File: src/rtl/ysyx_24090003_pkg.sv
// Shared definitions for the instruction fetch unit: width, reset PC and FSM encoding.
package ysyx_24090003_pkg;

  localparam int          XLEN             = 32;
  localparam logic [31:0] DEFAULT_RESET_PC = 32'h8000_0000;

  // Fetch sequencing: issue request, wait for response, present to decode.
  typedef enum logic [1:0] {
    S_REQ  = 2'd0,
    S_WAIT = 2'd1,
    S_OUT  = 2'd2
  } state_e;

endpackage

File: src/rtl/ysyx_24090003_pcgen.sv
// Architectural PC register with next-PC selection: hold, +4, or redirect target.
module ysyx_24090003_pcgen #(
  parameter int              XLEN     = 32,
  parameter logic [XLEN-1:0] RESET_PC = 32'h8000_0000
) (
  input  logic            clk,
  input  logic            rst_n,
  input  logic            i_inc,
  input  logic            i_redirect,
  input  logic [XLEN-1:0] i_redirect_pc,
  output logic [XLEN-1:0] o_pc
);

  logic [XLEN-1:0] r_pc;
  logic [XLEN-1:0] w_pc_next;

  // Redirect has priority over sequential advance; +4 wraps naturally at 2^XLEN.
  always_comb begin
    w_pc_next = r_pc;
    if (i_redirect) begin
      w_pc_next = i_redirect_pc;
    end else if (i_inc) begin
      w_pc_next = r_pc + XLEN'(4);
    end
  end

  // PC register, returns to the boot address on reset.
  always_ff @(posedge clk or negedge rst_n) begin
    if (!rst_n) begin
      r_pc <= RESET_PC;
    end else begin
      r_pc <= w_pc_next;
    end
  end

  assign o_pc = r_pc;

endmodule

File: src/rtl/ysyx_24090003_ifu.sv
// Instruction fetch unit: one outstanding imem read, registered decode interface,
// redirect handling with wrong-path response discard.
module ysyx_24090003_ifu #(
  parameter int          XLEN     = ysyx_24090003_pkg::XLEN,
  parameter logic [31:0] RESET_PC = ysyx_24090003_pkg::DEFAULT_RESET_PC
) (
  input  logic            clk,
  input  logic            rst_n,
  output logic            imem_req_valid,
  input  logic            imem_req_ready,
  output logic [XLEN-1:0] imem_req_addr,
  input  logic            imem_resp_valid,
  input  logic [XLEN-1:0] imem_resp_data,
  input  logic            imem_resp_err,
  output logic            id_valid,
  input  logic            id_ready,
  output logic [XLEN-1:0] id_inst,
  output logic [XLEN-1:0] id_pc,
  output logic            id_fault,
  input  logic            redirect_valid,
  input  logic [XLEN-1:0] redirect_pc
);

  import ysyx_24090003_pkg::*;

  state_e          r_state, w_state_next;
  logic            r_drop, w_drop_next;
  logic            r_id_valid, w_id_valid_next;
  logic [XLEN-1:0] r_id_inst, w_id_inst_next;
  logic [XLEN-1:0] r_id_pc, w_id_pc_next;
  logic            r_id_fault, w_id_fault_next;
  logic [XLEN-1:0] w_pc;
  logic            w_pc_inc;
  logic            w_pc_redir;
  logic            w_misaligned;

  ysyx_24090003_pcgen #(
    .XLEN     (XLEN),
    .RESET_PC (RESET_PC)
  ) u_pcgen (
    .clk           (clk),
    .rst_n         (rst_n),
    .i_inc         (w_pc_inc),
    .i_redirect    (w_pc_redir),
    .i_redirect_pc (redirect_pc),
    .o_pc          (w_pc)
  );

  // A misaligned PC never reaches memory; it is reported to decode as a fault.
  assign w_misaligned   = (w_pc[1:0] != 2'b00);
  assign imem_req_valid = rst_n && (r_state == S_REQ) && !w_misaligned;
  assign imem_req_addr  = w_pc;

  // Next-state, drop flag, decode-register and PC-control selection.
  always_comb begin
    w_state_next    = r_state;
    w_drop_next     = r_drop;
    w_id_valid_next = r_id_valid;
    w_id_inst_next  = r_id_inst;
    w_id_pc_next    = r_id_pc;
    w_id_fault_next = r_id_fault;
    w_pc_inc        = 1'b0;
    w_pc_redir      = 1'b0;
    case (r_state)
      S_REQ: begin
        if (redirect_valid) begin
          w_pc_redir = 1'b1;
          // A request accepted together with a redirect is already wrong-path.
          if (!w_misaligned && imem_req_ready) begin
            w_state_next = S_WAIT;
            w_drop_next  = 1'b1;
          end
        end else if (w_misaligned) begin
          w_state_next    = S_OUT;
          w_id_valid_next = 1'b1;
          w_id_inst_next  = '0;
          w_id_pc_next    = w_pc;
          w_id_fault_next = 1'b1;
        end else if (imem_req_ready) begin
          w_state_next = S_WAIT;
        end
      end
      S_WAIT: begin
        if (redirect_valid) begin
          w_pc_redir = 1'b1;
          if (imem_resp_valid) begin
            // The in-flight response is stale; go fetch the new target.
            w_drop_next  = 1'b0;
            w_state_next = S_REQ;
          end else begin
            w_drop_next = 1'b1;
          end
        end else if (imem_resp_valid) begin
          if (r_drop) begin
            w_drop_next  = 1'b0;
            w_state_next = S_REQ;
          end else begin
            w_id_valid_next = 1'b1;
            w_id_inst_next  = imem_resp_data;
            w_id_pc_next    = w_pc;
            w_id_fault_next = imem_resp_err;
            w_state_next    = S_OUT;
          end
        end
      end
      S_OUT: begin
        if (redirect_valid) begin
          w_pc_redir      = 1'b1;
          w_id_valid_next = 1'b0;
          w_state_next    = S_REQ;
        end else if (id_ready) begin
          w_pc_inc        = 1'b1;
          w_id_valid_next = 1'b0;
          w_state_next    = S_REQ;
        end
      end
      default: begin
        w_state_next = S_REQ;
      end
    endcase
  end

  // State and decode-side output registers.
  always_ff @(posedge clk or negedge rst_n) begin
    if (!rst_n) begin
      r_state    <= S_REQ;
      r_drop     <= 1'b0;
      r_id_valid <= 1'b0;
      r_id_inst  <= '0;
      r_id_pc    <= '0;
      r_id_fault <= 1'b0;
    end else begin
      r_state    <= w_state_next;
      r_drop     <= w_drop_next;
      r_id_valid <= w_id_valid_next;
      r_id_inst  <= w_id_inst_next;
      r_id_pc    <= w_id_pc_next;
      r_id_fault <= w_id_fault_next;
    end
  end

  assign id_valid = r_id_valid;
  assign id_inst  = r_id_inst;
  assign id_pc    = r_id_pc;
  assign id_fault = r_id_fault;

endmodule

File: config.mk
export PLATFORM = sky130hd
export DESIGN_NAME = ysyx_24090003_ifu
export DESIGN_NICKNAME = d
export VERILOG_FILES = /design/src/rtl/ysyx_24090003_pkg.sv /design/src/rtl/ysyx_24090003_pcgen.sv /design/src/rtl/ysyx_24090003_ifu.sv
export SDC_FILE = /design/constraint.sdc
export NUM_CORES = 1
export LEC_CHECK = 0
export ABC_AREA = 0
export CAP_MARGIN = 10
export CELL_PAD_IN_SITES_DETAIL_PLACEMENT = 1
export CELL_PAD_IN_SITES_GLOBAL_PLACEMENT = 2
export CORE_MARGIN = 2
export CORE_UTILIZATION = 27
export CTS_CLUSTER_DIAMETER = 30
export DETAILED_ROUTE_END_ITERATION = 7
export GPL_ROUTABILITY_DRIVEN = 0
export GPL_TIMING_DRIVEN = 0
export HOLD_SLACK_MARGIN = 0.08
export PLACE_DENSITY_LB_ADDON = 0.1
export SLEW_MARGIN = 20
export SYNTH_ARGS = -nofsm -noshare
export SYNTH_HDL_FRONTEND = slang
export SYNTH_SLANG_ARGS = --single-unit
File: constraint.sdc
create_clock -name clk -period 2.05 [get_ports clk]
set_input_delay 0.615 -clock clk [delete_from_list [all_inputs] [get_ports clk]]
set_output_delay 0.615 -clock clk [all_outputs]
set_load 0.02 [all_outputs]
---- After elaboration in Yosys (flattened, before gate mapping) ----
Index checks and enable logic that the tools add are counted.
word-level totals
  input port bits ......................... 71
  output and inout bits ................... 99
  register bits ........................... 101
cells by class
  add/sub/neg operators ................... 1
  muxes and demuxes ....................... 48
  equal/unequal tests ..................... 13
  reduce and logical (&&, ||, !) cells .... 14
operator list
  kind                   count
  $mux 32                12
  $pmux 32 s2            2
  $add 32x3->32 const B  1
  $mux 1                 20
  $mux 2                 10
  $ne 2x2->1 const B     6
  $reduce_and 4->1       2
  $reduce_and 7->1       1
  $ne 3x3->1 const B     2
  $pmux 2 s3             1
  $reduce_and 6->1       1
  $reduce_bool 2->1      3
  $ne 4x4->1 const B     1
  $pmux 1 s2             2
  $logic_and 1x1->1      3
  $ne 3x2->1 const B     1
  $pmux 1 s3             1
  $reduce_bool 3->1      1
  $reduce_or 3->1        1
  $eq 2x1->1 const B     1
  $eq 2x2->1 const B     1
  $logic_not 2->1        1
  $ne 2x1->1 const B     1
  $logic_not 1->1        1

---- Logic depth before layout (Yosys ltp) ----
Gate-level depths: netlist (run 1).
  depth after elaboration ................. 6
  depth in mapped cells ................... 8
  depth with buffers taken out ............ 6

---- Cells and area by module ----
A second synthesis (run 1) with hierarchy kept.
second synthesis, totals
  cells, all modules ...................... 439
  area, all modules ....................... 4792.1 µm²
by module, submodules not included
  module               seq. area each (µm²)  cells an instance  area each (µm²)  instances
  ysyx_24090003_ifu    1726.7                235                2941.6           1
  ysyx_24090003_pcgen  802.0                 204                1850.5           1

---- Worst setup path before layout (run 1) ----
OpenSTA, ideal clock, no wires.
  kind .................................... input -> register
  start point ............................. input redirect_valid
  end point ............................... register u_pcgen.r_pc[17] (netlist: u_pcgen.o_pc[17])
  setup slack ............................. 0.030 ns
  library setup time ...................... 0.120 ns
  required time ........................... 1.930 ns
  arrival ................................. 1.900 ns
  stages .................................. 7
  cell sequence ........................... buf_6 nand4bb_1 buf_6 or3_4 nor4_4 mux2i_1 a31o_1
on the way
  word-level cells in the longest chain between the ends .. 3
RTL lines
  what                                                 RTL line                                                                    source
  from (decl)                                          ysyx_24090003_ifu.sv:20                                                     input logic redirect_valid,
  $mux 1 (on tied branches)                            ysyx_24090003_ifu.sv:66, ysyx_24090003_ifu.sv:84, ysyx_24090003_ifu.sv:107
  $mux 1 (on tied branches)                            -
  $mux 32 / $reduce_bool 2->1 (equally long branches)  -
  to (signal assigned)                                 ysyx_24090003_pcgen.sv:32                                                   r_pc <= w_pc_next;
  to (decl)                                            ysyx_24090003_pcgen.sv:14                                                   logic [XLEN-1:0] r_pc;
Several ways; a longest one is shown, not always the timed one.
A chain may end at the register's enable or synchronous reset.

---- Worst setup path in the final report (run 1) ----
  start point ............................. register r_state[0]
  end point ............................... output imem_req_valid
on the way
  word-level cells in the longest chain between the ends .. 3
RTL lines
  what                            RTL line                  source
  from (decl)                     ysyx_24090003_ifu.sv:26   state_e r_state, w_state_next;
  from (signal assigned)          ysyx_24090003_ifu.sv:133  r_state <= w_state_next;
  $logic_not 2->1                 ysyx_24090003_ifu.sv:51   assign imem_req_valid = rst_n && (r_state == S_REQ) && !w_misaligned;
  $logic_and 1x1->1 (2 in a row)  ysyx_24090003_ifu.sv:51
  to (decl)                       ysyx_24090003_ifu.sv:9    output logic imem_req_valid,
Every way passes these cells.

==> PnR_summary.wiki, run 1 <==
{| class="wikitable"
! Metric !! Value
|-
| Syn Area/Cell || 11.66 um2
|-
| Top FF cell, synth || sky130_fd_sc_hd__dfrtp_1
|-
| Cell-internal power || 4.902 mW
|-
| Num CTS Buffers || 9
|-
| Post-layout utilization of the core || 42.54%
|-
| Sequential fraction of design power || 39.0%
|-
| Sequential area share after synthesis || 57.83%
|-
| Most used standard cell by instance count after synthesis || sky130_fd_sc_hd__dfrtp_1
|-
| Power per Cell Area || 1103 nW/um2
|-
| Post-synthesis async set-or-reset flop share || 100.0%
|-
| Clk pin slew, worst setup/hold paths || 0.07 ns
|-
| Setup violators final || 0
|-
| Min Hold Slack || 0.1428 ns
|-
| Yosys warns || 0
|-
| Worst min path class || primary input to async pin
|-
| Leftover overflow at the end of global routing || 0
|-
| Top cells by area in the synthesized netlist || sky130_fd_sc_hd__dfrtp_1 (57%), sky130_fd_sc_hd__mux2_2 (8.5%), sky130_fd_sc_hd__a22o_1 (6.4%), sky130_fd_sc_hd__nand2_1 (3.3%), sky130_fd_sc_hd__nand3_1 (3.1%)
|-
| Number of global-route vias before repair || 4022
|-
| Reported leakage power || 2.913 nW
|-
| Unrepaired setup endpoints after global routing || false
|-
| Die Y-Extent || 131.3 um
|-
| All-Layer GR Usage || 17.13%
|-
| Number of standard cells after synthesis || 375
|-
| Leading area contributor after synthesis || sky130_fd_sc_hd__dfrtp_1
|-
| CTS tree || yes
|-
| Final critical-path setup slack || 0.08124 ns
|-
| Fmax achieved || 0.5079 GHz
|-
| Cell area after synthesis || 4373 um2
|-
| Via-per-instance ratio || 4.805
|-
| Routed WL || 14490 um
|-
| Share of power burned in the clock network || 23.2%
|-
| Peak ir drop on the vdd network || 534.1 uV
|-
| Die X || 131.3 um
|-
| Final #Nets || 635
|-
| Combinational share of power || 37.8%
|-
| Commonest cells post-synth || sky130_fd_sc_hd__dfrtp_1 (100), sky130_fd_sc_hd__nand2_1 (39), sky130_fd_sc_hd__mux2_2 (33)
|-
| Initial standard-cell utilization of the core || 27.53%
|-
| Post-Route Skew || 0.006783 ns
|-
| Wire length of the first global-routing pass || 23000 um
|-
| Synth top area share || 57.22%
|-
| Run status || finished clean
|-
| Sw power || 2.551 mW
|-
| CTS sink count || 101
|-
| Largest net degree at the start of global routing || 62
|-
| Path depth of the worst reg2reg path || 7
|-
| Rel. slew slack || 59.89%
|-
| Final critical delay including setup and external delays || 1.969 ns
|-
| Core Rows || 46
|-
| Insertion delay to the later sink of the worst-skew pair || 0.35 ns
|-
| Buffer levels on the longest clock path || 2
|-
| Pin slew with the least headroom to its limit || 0.6016 ns
|-
| Area enclosed by the die boundary || 17230 um2
|-
| Core Box Area || 15890 um2
|-
| Switching Share || 34.23%
|-
| Final count of pins violating max slew || 0
|-
| Synth-to-Final Area Change || 54.54%
|-
| Pre-CTS setup slack || -0.7175 ns
|-
| Kind of start point of the critical path || register
|-
| Routed wire length per instance || 18.48 um
|-
| Unique cell type count in the Yosys netlist || 42
|-
| Max capacitance violation total || 0
|-
| IO Port Bufs || 168
|-
| IO Count || 170
|-
| Iteration-0 DRC count of the detailed router || 87
|-
| Maximum fanout count along the critical path || 10
|-
| Clock root buffer || sky130_fd_sc_hd__clkbuf_16
|-
| Kind of critical path || register to output port
|-
| Data arrival at the endpoint of the critical path || 1.35 ns
|-
| Final cycle utilization of the critical path || 96.04%
|-
| Antenna Diode Count || 0
|-
| Placed wire-length estimate || 10340 um
|-
| Remaining antenna violation count || 0
|-
| Fraction of layout cells with a size suffix above 1 || 15.49%
|-
| Detailed-route DRC error count || 0
|-
| Number of iterations in the first detailed-routing pass || 4
|-
| Total power || 7.453 mW
|-
| Net count after synthesis || 447
|-
| Required @ worst endpoint || 1.43 ns
|-
| Level count of the clock H-tree || 3
|-
| Crit. End Element || output port
|-
| Vias || 3767
|-
| Antenna violations before repair || 0
|-
| Endpoints failing hold || 0
|-
| FF+latch count, synth || 101
|-
| Number of enable-type register cells in the synthesized netlist || 0
|}
power by group through the flow:
stage               clock network (mW)  registers (mW)  logic (mW)
finish                            1.73            2.91        2.82
CTS                               1.80            2.92        2.85
detailed placement                   0            2.95        2.87
global placement                     0            2.92        2.83
global route                      1.87            2.99        3.00
floorplan                            0            3.48       0.805
logic make-up after synthesis:
logic type	share of synthesized area [%]
fa+ha+maj	0.2861
compound gates	12.30
buf+inv	2.947
flops	57.83
simple gates	14.51
mux	8.727
xor+xnor	3.405
final cells by class:
| cell class | count | area (um2) |
|---|---|---|
| multi-input cells | 247 | 1742 |
| repair buffers | 178 | 1767 |
| clock inverters | 4 | 47.55 |
| flip-flops and latches | 101 | 2531 |
| plain buffers | 21 | 135.1 |
| fillers | 1769 | 9128 |
| inverters | 5 | 18.77 |
| well taps | 216 | 270.3 |
| clock buffers | 12 | 246.5 |
path summary, 6_finish.rpt:
kind	startpoint	to	slack (ns)
worst max-delay path	r_state[0]	imem_req_valid	0.08
worst min-delay path	rst_n	id_inst[20]	0.14
worst max register to register	r_state[0]	u_pcgen.o_pc[17]	0.11
worst min register to register	id_inst[23]	id_inst[23]	0.50
max in group asynchronous	rst_n	u_pcgen.o_pc[31]	1.24
min in group clk	id_inst[23]	id_inst[23]	0.50
layout by cell type (no fill, tap or decap), types with 6 or more instances in the layout:
cell type	Yosys	final
sky130_fd_sc_hd__dfrtp_1	100	98
sky130_fd_sc_hd__buf_4	1	10
sky130_fd_sc_hd__nand4_1	11	11
sky130_fd_sc_hd__o211ai_1	9	9
sky130_fd_sc_hd__clkbuf_1	10	6
sky130_fd_sc_hd__buf_2	7	7
sky130_fd_sc_hd__clkdlybuf4s50_1	0	132
sky130_fd_sc_hd__xor2_1	14	14
sky130_fd_sc_hd__o21ai_0	7	7
sky130_fd_sc_hd__nor2_1	20	19
sky130_fd_sc_hd__dlygate4sd2_1	0	28
sky130_fd_sc_hd__nor3_1	8	7
sky130_fd_sc_hd__dlymetal6s2s_1	0	6
sky130_fd_sc_hd__mux2_2	33	33
sky130_fd_sc_hd__a22o_1	32	32
sky130_fd_sc_hd__nand2_1	39	39
sky130_fd_sc_hd__nand3_1	27	27
sky130_fd_sc_hd__a21oi_1	12	12
sky130_fd_sc_hd__clkbuf_16	0	9
worst max-delay path, cell delays in order (launching register included):
cell and delay (ns):
sky130_fd_sc_hd__dfrtp_1 0.41, sky130_fd_sc_hd__buf_4 0.18, sky130_fd_sc_hd__nor2_1 0.10, sky130_fd_sc_hd__and3_1 0.15, sky130_fd_sc_hd__buf_2 0.16
stage by stage:
stage          instances  instance area, um2  TNS, ns
4_1_cts              780                6688        0
6_report             784                6758        0
5_1_grt              784                6758        0
2_1_floorplan        375                4373        0
3_3_place_gp         759                6325  -441.33
3_5_place_dp         760                6354   -46.44
sequential cells by signal, summed over array words and instances, names as in the netlist:
register,count
u_pcgen.o_pc,32
id_inst,32
r_drop,1
id_fault,1
r_state,2
id_pc,32
id_valid,1
repair_timing:
item                       4_1_cts  5_1_grt
hold buffers                     0        0
pin swaps                        2        2
resized for setup               51       10
buffers inserted                 4        4
setup endpoints to repair      105       69
gates cloned                     1        0
routing by layer:
metal / share of wire [%] / global-route usage [%] / vias to the layer above
met5: 0 / 0 / -
met4: 1.6 / 6.220 / 0
met3: 4.7 / 3.549 / 15
met2: 46 / 27.57 / 123
met1: 47 / 22.87 / 1886
li1: - / - / 1743
No activity file was read; power rests on OpenSTA's default activity.
==> run 2, diff against run 1 <==
--- a/config.mk
+++ b/config.mk
@@ -6,7 +6,7 @@
 export NUM_CORES = 1
 export LEC_CHECK = 0
 export ABC_AREA = 0
-export CAP_MARGIN = 10
+export CAP_MARGIN = 15
 export CELL_PAD_IN_SITES_DETAIL_PLACEMENT = 1
 export CELL_PAD_IN_SITES_GLOBAL_PLACEMENT = 2
 export CORE_MARGIN = 2
@@ -17,7 +17,7 @@
 export GPL_TIMING_DRIVEN = 0
 export HOLD_SLACK_MARGIN = 0.08
 export PLACE_DENSITY_LB_ADDON = 0.1
-export SLEW_MARGIN = 20
+export RECOVER_POWER = 50
 export SYNTH_ARGS = -nofsm -noshare
 export SYNTH_HDL_FRONTEND = slang
 export SYNTH_SLANG_ARGS = --single-unit
==> run 2 against run 1 <==
Effect of this change: non-clock buffer count stayed put; setup slack gained 0.0024 ns; final cell count unchanged; global-route usage is the same; via count rose by 0.40%; die area did not move; sequential share of layout area rose by 0.11 points; flip-flop and latch count stayed put; highest routed layer unchanged; first-iteration DRC count up 3.4%; clock power about the same; clock skew rose by 0.0013 ns.
==> PnR_summary.wiki, run 2 (same netlist as run 1, synthesis figures left out) <==
{| class="wikitable"
! Metric !! Value
|-
| Final #Nets || 635 (unchanged)
|-
| Worst min path class || primary input to async pin
|-
| Iteration-0 DRC count of the detailed router || 90 (+3.4%)
|-
| Crit. End Element || output port
|-
| Via-per-instance ratio || 4.824 (+0.40%)
|-
| Post-layout utilization of the core || 42.41% (-0.13 points)
|-
| Synth-to-Final Area Change || 54.08%
|-
| Die Y-Extent || 131.3 um (unchanged)
|-
| Routed wire length per instance || 18.47 um (about the same)
|-
| Setup violators final || 0 (unchanged)
|-
| Layout filler cell count || 1771 (+0.11%)
|-
| Wire length of the first global-routing pass || 23000 um (unchanged)
|-
| Number of iterations in the first detailed-routing pass || 4 (unchanged)
|-
| Post-Route Skew || 0.008102 ns (+0.001318 ns)
|-
| Final cycle utilization of the critical path || 95.92% (-0.12 points)
|-
| Final critical delay including setup and external delays || 1.966 ns (-0.002388 ns)
|-
| Largest net degree at the start of global routing || 62 (unchanged)
|-
| Level count of the clock H-tree || 3 (unchanged)
|-
| Commonest non-fill, non-tap cell in the layout || sky130_fd_sc_hd__clkdlybuf4s50_1
|-
| Power per Cell Area || 1106 nW/um2 (+0.30%)
|-
| Buffer levels on the longest clock path || 2 (unchanged)
|-
| Worst Path Buf+Inv || 1 (-1)
|-
| Final count of pins violating max slew || 0 (unchanged)
|-
| Initial standard-cell utilization of the core || 27.53% (unchanged)
|-
| Critical-path cell list || clkdlybuf4s50_1
|-
| CTS sink count || 101 (unchanged)
|-
| Rel. slew slack || 41.46% (-18 points)
|-
| Pin slew with the least headroom to its limit || 0.8782 ns (+0.2765 ns)
|-
| Slowest cell on the critical path || sky130_fd_sc_hd__clkdlybuf4s50_1
|-
| Setup TNS Final || 0 ns (unchanged)
|-
| Kind of critical path || register to output port
|-
| Run status || finished clean
|-
| Core Rows || 46 (unchanged)
|-
| Fraction of layout cells with a size suffix above 1 || 15.49% (unchanged)
|-
| Die X || 131.3 um (unchanged)
|-
| IO Count || 170 (unchanged)
|-
| Insertion delay to the later sink of the worst-skew pair || 0.35 ns (about the same)
|-
| Clk pin slew, worst setup/hold paths || 0.07 ns (about the same)
|-
| Area enclosed by the die boundary || 17230 um2 (unchanged)
|-
| Fmax achieved || 0.5086 GHz (+0.12%)
|-
| Delay of the slowest cell on the worst path || 0.66 ns (+0.25 ns)
|-
| Maximum fanout count along the critical path || 2 (-8)
|-
| Antenna Diode Count || 0 (unchanged)
|-
| Peak ir drop on the vdd network || 534.7 uV (+0.11%)
|-
| Crit-path leading delay family || buffers and inverters
|-
| Unrepaired setup endpoints after global routing || false
|-
| Total non-filler cell area in the finished layout || 6738 um2 (-0.30%)
|-
| Kind of start point of the critical path || register
|-
| All-Layer GR Usage || 17.13% (unchanged)
|-
| Antenna violations before repair || 0 (unchanged)
|-
| Endpoints failing hold || 0 (unchanged)
|-
| Commonest non-fill, non-tap cells in the layout || sky130_fd_sc_hd__clkdlybuf4s50_1 (131), sky130_fd_sc_hd__dfrtp_1 (98), sky130_fd_sc_hd__nand2_1 (39)
|-
| Remaining antenna violation count || 0 (unchanged)
|-
| Total placed instance area || 6350 um2 (about the same)
|-
| Min Hold Slack || 0.1378 ns (-0.004974 ns)
|-
| Clock root buffer || sky130_fd_sc_hd__clkbuf_16
|-
| Num CTS Buffers || 9 (unchanged)
|-
| Reported leakage power || 2.905 nW (-0.27%)
|-
| Data arrival at the endpoint of the critical path || 1.35 ns (about the same)
|-
| CTS tree || yes
|-
| Max capacitance violation total || 0 (unchanged)
|-
| Required @ worst endpoint || 1.43 ns (about the same)
|-
| Number of global-route vias before repair || 4022 (unchanged)
|-
| Leftover overflow at the end of global routing || 0 (unchanged)
|-
| Core Box Area || 15890 um2 (unchanged)
|-
| IO Port Bufs || 168 (unchanged)
|-
| Placed wire-length estimate || 10340 um (about the same)
|-
| Vias || 3782 (+0.40%)
|-
| Detailed-route DRC error count || 0 (unchanged)
|-
| Routed WL || 14480 um (about the same)
|}
==> run 2: per-layer routing <==
metal	vias up	wire, um	share of wire (%)	global-route usage, %
met4	0	241	1.7	6.220
met5	-	0	0	0
met1	1900	6870	47	22.87
li1	1744	-	-	-
met2	123	6693	46	27.57
met3	15	676	4.7	3.549
==> run 2: final cells by class <==
| type | count | area, um2 | area share [%] |
|---|---|---|---|
| sequential | 101 | 2531 | 37.57 |
| timing repair buffer | 178 | 1747 | 25.92 |
| multi-input combinational | 247 | 1742 | 25.85 |
| tap | 216 | 270.3 | 4.011 |
| clock buffer | 12 | 246.5 | 3.658 |
| buffer | 21 | 135.1 | 2.006 |
| clock inverter | 4 | 47.55 | 0.7057 |
| inverter | 5 | 18.77 | 0.2786 |
==> run 2: report_power, final <==
part           total [mW]  switching [mW]  internal, mW
clock                1.74           0.758         0.978
sequential           2.90           0.394          2.51
combinational        2.81            1.40          1.41
total                7.45            2.56          4.90
==> run 2: final timing paths <==
path	startpoint	endpoint	slack (ns)	depth (start not counted)
min in group clk	id_inst[23]	id_inst[23]	0.50	1
hold reg to reg	id_inst[23]	id_inst[23]	0.50	1
setup reg to reg	r_state[0]	u_pcgen.o_pc[17]	0.12	7
hold / removal	rst_n	id_inst[20]	0.14	1
setup / recovery	id_pc[2]	id_pc[2]	0.08	1
max in group asynchronous	rst_n	u_pcgen.o_pc[1]	0.65	2
==> run 2: metrics by stage <==
step | instances | setup WS, ns | total power [mW]
floorplan | 375 | 0.03001 | 4.290
global placement | 759 | -4.500 | 5.741
detailed placement | 760 | -0.7175 | 5.821
CTS | 780 | 0.0005286 | 7.563
global route | 784 | 0.004000 | 7.854
finish | 784 | 0.08363 | 7.453
==> run 2: timing repair <==
action / CTS / global route
setup endpoints to repair: 105 / 69
gates cloned: 1 / 0
setup buffers: 4 / 4
pin swaps: 2 / 2
gates resized for setup: 52 / 10
hold buffers: 0 / 0
==> run 3, diff against run 2 <==
--- a/config.mk
+++ b/config.mk
@@ -18,6 +18,7 @@
 export HOLD_SLACK_MARGIN = 0.08
 export PLACE_DENSITY_LB_ADDON = 0.1
 export RECOVER_POWER = 50
+export SLEW_MARGIN = 25
 export SYNTH_ARGS = -nofsm -noshare
 export SYNTH_HDL_FRONTEND = slang
 export SYNTH_SLANG_ARGS = --single-unit
==> run 3 against run 2 <==
Effect of this change: non-clock buffer count unchanged; setup slack is the same; register-to-register slack barely moved; clock skew unchanged; cell area unchanged; via count is the same; worst hold slack is the same; die area is the same; critical endpoint unchanged.
==> PnR_summary.wiki, run 3 (same netlist as run 1, synthesis figures left out) <==
{| class="wikitable"
! Metric !! Value
|-
| Run status || finished clean
|-
| Number of global-route vias before repair || 4022 (unchanged)
|-
| Final critical-path setup slack || 0.08363 ns (unchanged)
|-
| Required @ worst endpoint || 1.43 ns (about the same)
|-
| Post-Route Skew || 0.008102 ns (unchanged)
|-
| Final critical delay including setup and external delays || 1.966 ns (unchanged)
|-
| Via-per-instance ratio || 4.824 (unchanged)
|-
| Cell-internal power || 4.897 mW (unchanged)
|-
| Num CTS Buffers || 9 (unchanged)
|-
| Fraction of layout cells with a size suffix above 1 || 15.49% (unchanged)
|-
| Die Y-Extent || 131.3 um (unchanged)
|-
| Buffer levels on the longest clock path || 2 (unchanged)
|-
| Total met2 wirelength after detailed routing || 6693 um (unchanged)
|-
| Antenna violations before repair || 0 (unchanged)
|-
| Remaining antenna violation count || 0 (unchanged)
|-
| CTS tree || yes
|-
| IO Port Bufs || 168 (unchanged)
|-
| Final count of pins violating max slew || 0 (unchanged)
|-
| Commonest non-fill, non-tap cells in the layout || sky130_fd_sc_hd__clkdlybuf4s50_1 (131), sky130_fd_sc_hd__dfrtp_1 (98), sky130_fd_sc_hd__nand2_1 (39)
|-
| Critical-path cell list || clkdlybuf4s50_1
|-
| Antenna Diode Count || 0 (unchanged)
|-
| Setup violators final || 0 (unchanged)
|-
| Total routed wire length on the met1 layer || 6870 um (unchanged)
|-
| Level count of the clock H-tree || 3 (unchanged)
|-
| Power per Cell Area || 1106 nW/um2 (unchanged)
|-
| Crit. End Element || output port
|-
| Kind of start point of the critical path || register
|-
| Path depth of the worst reg2reg path || 7 (unchanged)
|-
| Die X || 131.3 um (unchanged)
|-
| Share of power burned in the clock network || 23.3% (about the same)
|-
| IO Count || 170 (unchanged)
|-
| Pin slew with the least headroom to its limit || 0.8782 ns (unchanged)
|-
| Number of iterations in the first detailed-routing pass || 4 (unchanged)
|-
| Highest metal layer with signal wires || met4
|-
| Insertion delay to the later sink of the worst-skew pair || 0.35 ns (about the same)
|-
| Kind of critical path || register to output port
|-
| Leftover overflow at the end of global routing || 0 (unchanged)
|-
| Setup TNS Final || 0 ns (unchanged)
|-
| Iteration-0 DRC count of the detailed router || 90 (unchanged)
|-
| Peak ir drop on the vdd network || 534.7 uV (unchanged)
|-
| Startpoint of the most critical register-to-register path || r_state[0]
|-
| Routed WL || 14480 um (unchanged)
|-
| Slowest cell on the critical path || sky130_fd_sc_hd__clkdlybuf4s50_1
|-
| All-Layer GR Usage || 17.13% (unchanged)
|-
| Vias || 3782 (unchanged)
|-
| Fmax achieved || 0.5086 GHz (unchanged)
|-
| Detailed-route DRC error count || 0 (unchanged)
|-
| Reported leakage power || 2.905 nW (unchanged)
|-
| Max capacitance violation total || 0 (unchanged)
|-
| Worst Path Buf+Inv || 1 (unchanged)
|-
| Maximum fanout count along the critical path || 2 (unchanged)
|-
| Unrepaired setup endpoints after global routing || false
|-
| Combinational share of power || 37.7% (about the same)
|-
| Sequential fraction of design power || 39.0% (about the same)
|-
| Core Rows || 46 (unchanged)
|-
| Wire length of the first global-routing pass || 23000 um (unchanged)
|-
| Final #Nets || 635 (unchanged)
|-
| Initial standard-cell utilization of the core || 27.53% (unchanged)
|-
| Delay of the slowest cell on the worst path || 0.66 ns (about the same)
|-
| Endpoints failing hold || 0 (unchanged)
|-
| Pre-CTS setup slack || -0.7175 ns (unchanged)
|-
| Switching Share || 34.29% (unchanged)
|-
| Clk pin slew, worst setup/hold paths || 0.07 ns (about the same)
|-
| Crit-path leading delay family || buffers and inverters
|-
| Synth-to-Final Area Change || 54.08% (unchanged)
|-
| Final cycle utilization of the critical path || 95.92% (unchanged)
|-
| CTS sink count || 101 (unchanged)
|-
| Largest net degree at the start of global routing || 62 (unchanged)
|-
| Sw power || 2.555 mW (unchanged)
|-
| Area enclosed by the die boundary || 17230 um2 (unchanged)
|-
| Worst R2R End || u_pcgen.o_pc[17]
|-
| Reg-to-reg slack, setup || 0.12 ns (about the same)
|-
| Routed met3 length || 676 um (unchanged)
|-
| Commonest non-fill, non-tap cell in the layout || sky130_fd_sc_hd__clkdlybuf4s50_1
|-
| Worst min path class || primary input to async pin
|-
| Core Box Area || 15890 um2 (unchanged)
|-
| Data arrival at the endpoint of the critical path || 1.35 ns (about the same)
|-
| Placed wire-length estimate || 10340 um (about the same)
|-
| Rel. slew slack || 41.46% (unchanged)
|-
| Clock root buffer || sky130_fd_sc_hd__clkbuf_16
|-
| Routed wire length per instance || 18.47 um (unchanged)
|}
-- run 3: cell counts in the layout (fill, tap and decap cells not counted) --
No cell type changed its count.
-- run 3: layout make-up --
class | instances | area, um2
Tap cell | 216 | 270.3
Sequential cell | 101 | 2531
Buffer | 21 | 135.1
Multi-Input combinational cell | 247 | 1742
Timing Repair Buffer | 178 | 1747
Clock buffer | 12 | 246.5
Fill cell | 1771 | 9148
Inverter | 5 | 18.77
Clock inverter | 4 | 47.55
-- run 3: through the flow --
step / instances / hold WS [ns] / power (mW) / util, % / area (um2)
after detailed placement: 760 / 0.4898 / 5.821 / 40.00 / 6354
after global placement: 759 / 0.4866 / 5.741 / 39.82 / 6325
after floorplan: 375 / 0.3194 / 4.290 / - / 4373
after global routing: 784 / 0.1483 / 7.854 / 42.41 / 6738
after CTS: 780 / 0.1525 / 7.563 / 42.10 / 6688
final: 784 / 0.1378 / 7.453 / 42.41 / 6738
-- run 3: worst max path at each step --
| stage | start | slack [ns] | cells past startpoint | end |
|---|---|---|---|---|
| after global routing | r_state[0] | 0.004 | 4 | imem_req_valid |
| after global placement | rst_n | -4.50 | 3 | imem_req_valid |
| after CTS | u_pcgen.o_pc[25] | 0.0005 | 1 | imem_req_addr[25] |
| final | id_pc[2] | 0.08 | 1 | id_pc[2] |
| after floorplan | redirect_valid | 0.03 | 7 | u_pcgen.o_pc[17] |
| after detailed placement | id_ready | -0.72 | 7 | u_pcgen.o_pc[26] |
-- run 3: power by group through the flow --
stage / sequential (mW) / clock, mW / combinational (mW)
after global placement: 2.92 / 0 / 2.83
after global routing: 2.99 / 1.87 / 3.00
after floorplan: 3.48 / 0 / 0.805
final: 2.90 / 1.74 / 2.81
after CTS: 2.92 / 1.80 / 2.85
after detailed placement: 2.95 / 0 / 2.87
-- run 3: metal layers --
| layer | global-route usage (%) | up-vias |
|---|---|---|
| met5 | 0 | - |
| met2 | 27.57 | 123 |
| met3 | 3.549 | 15 |
| li1 | - | 1744 |
| met1 | 22.87 | 1900 |
| met4 | 6.220 | 0 |
-- run 3: timing repair --
action,CTS,global route
pin swaps,2,2
gates cloned,1,0
setup endpoints to repair,105,69
gates resized for setup,51,10
buffers inserted,4,4
hold buffers,0,0
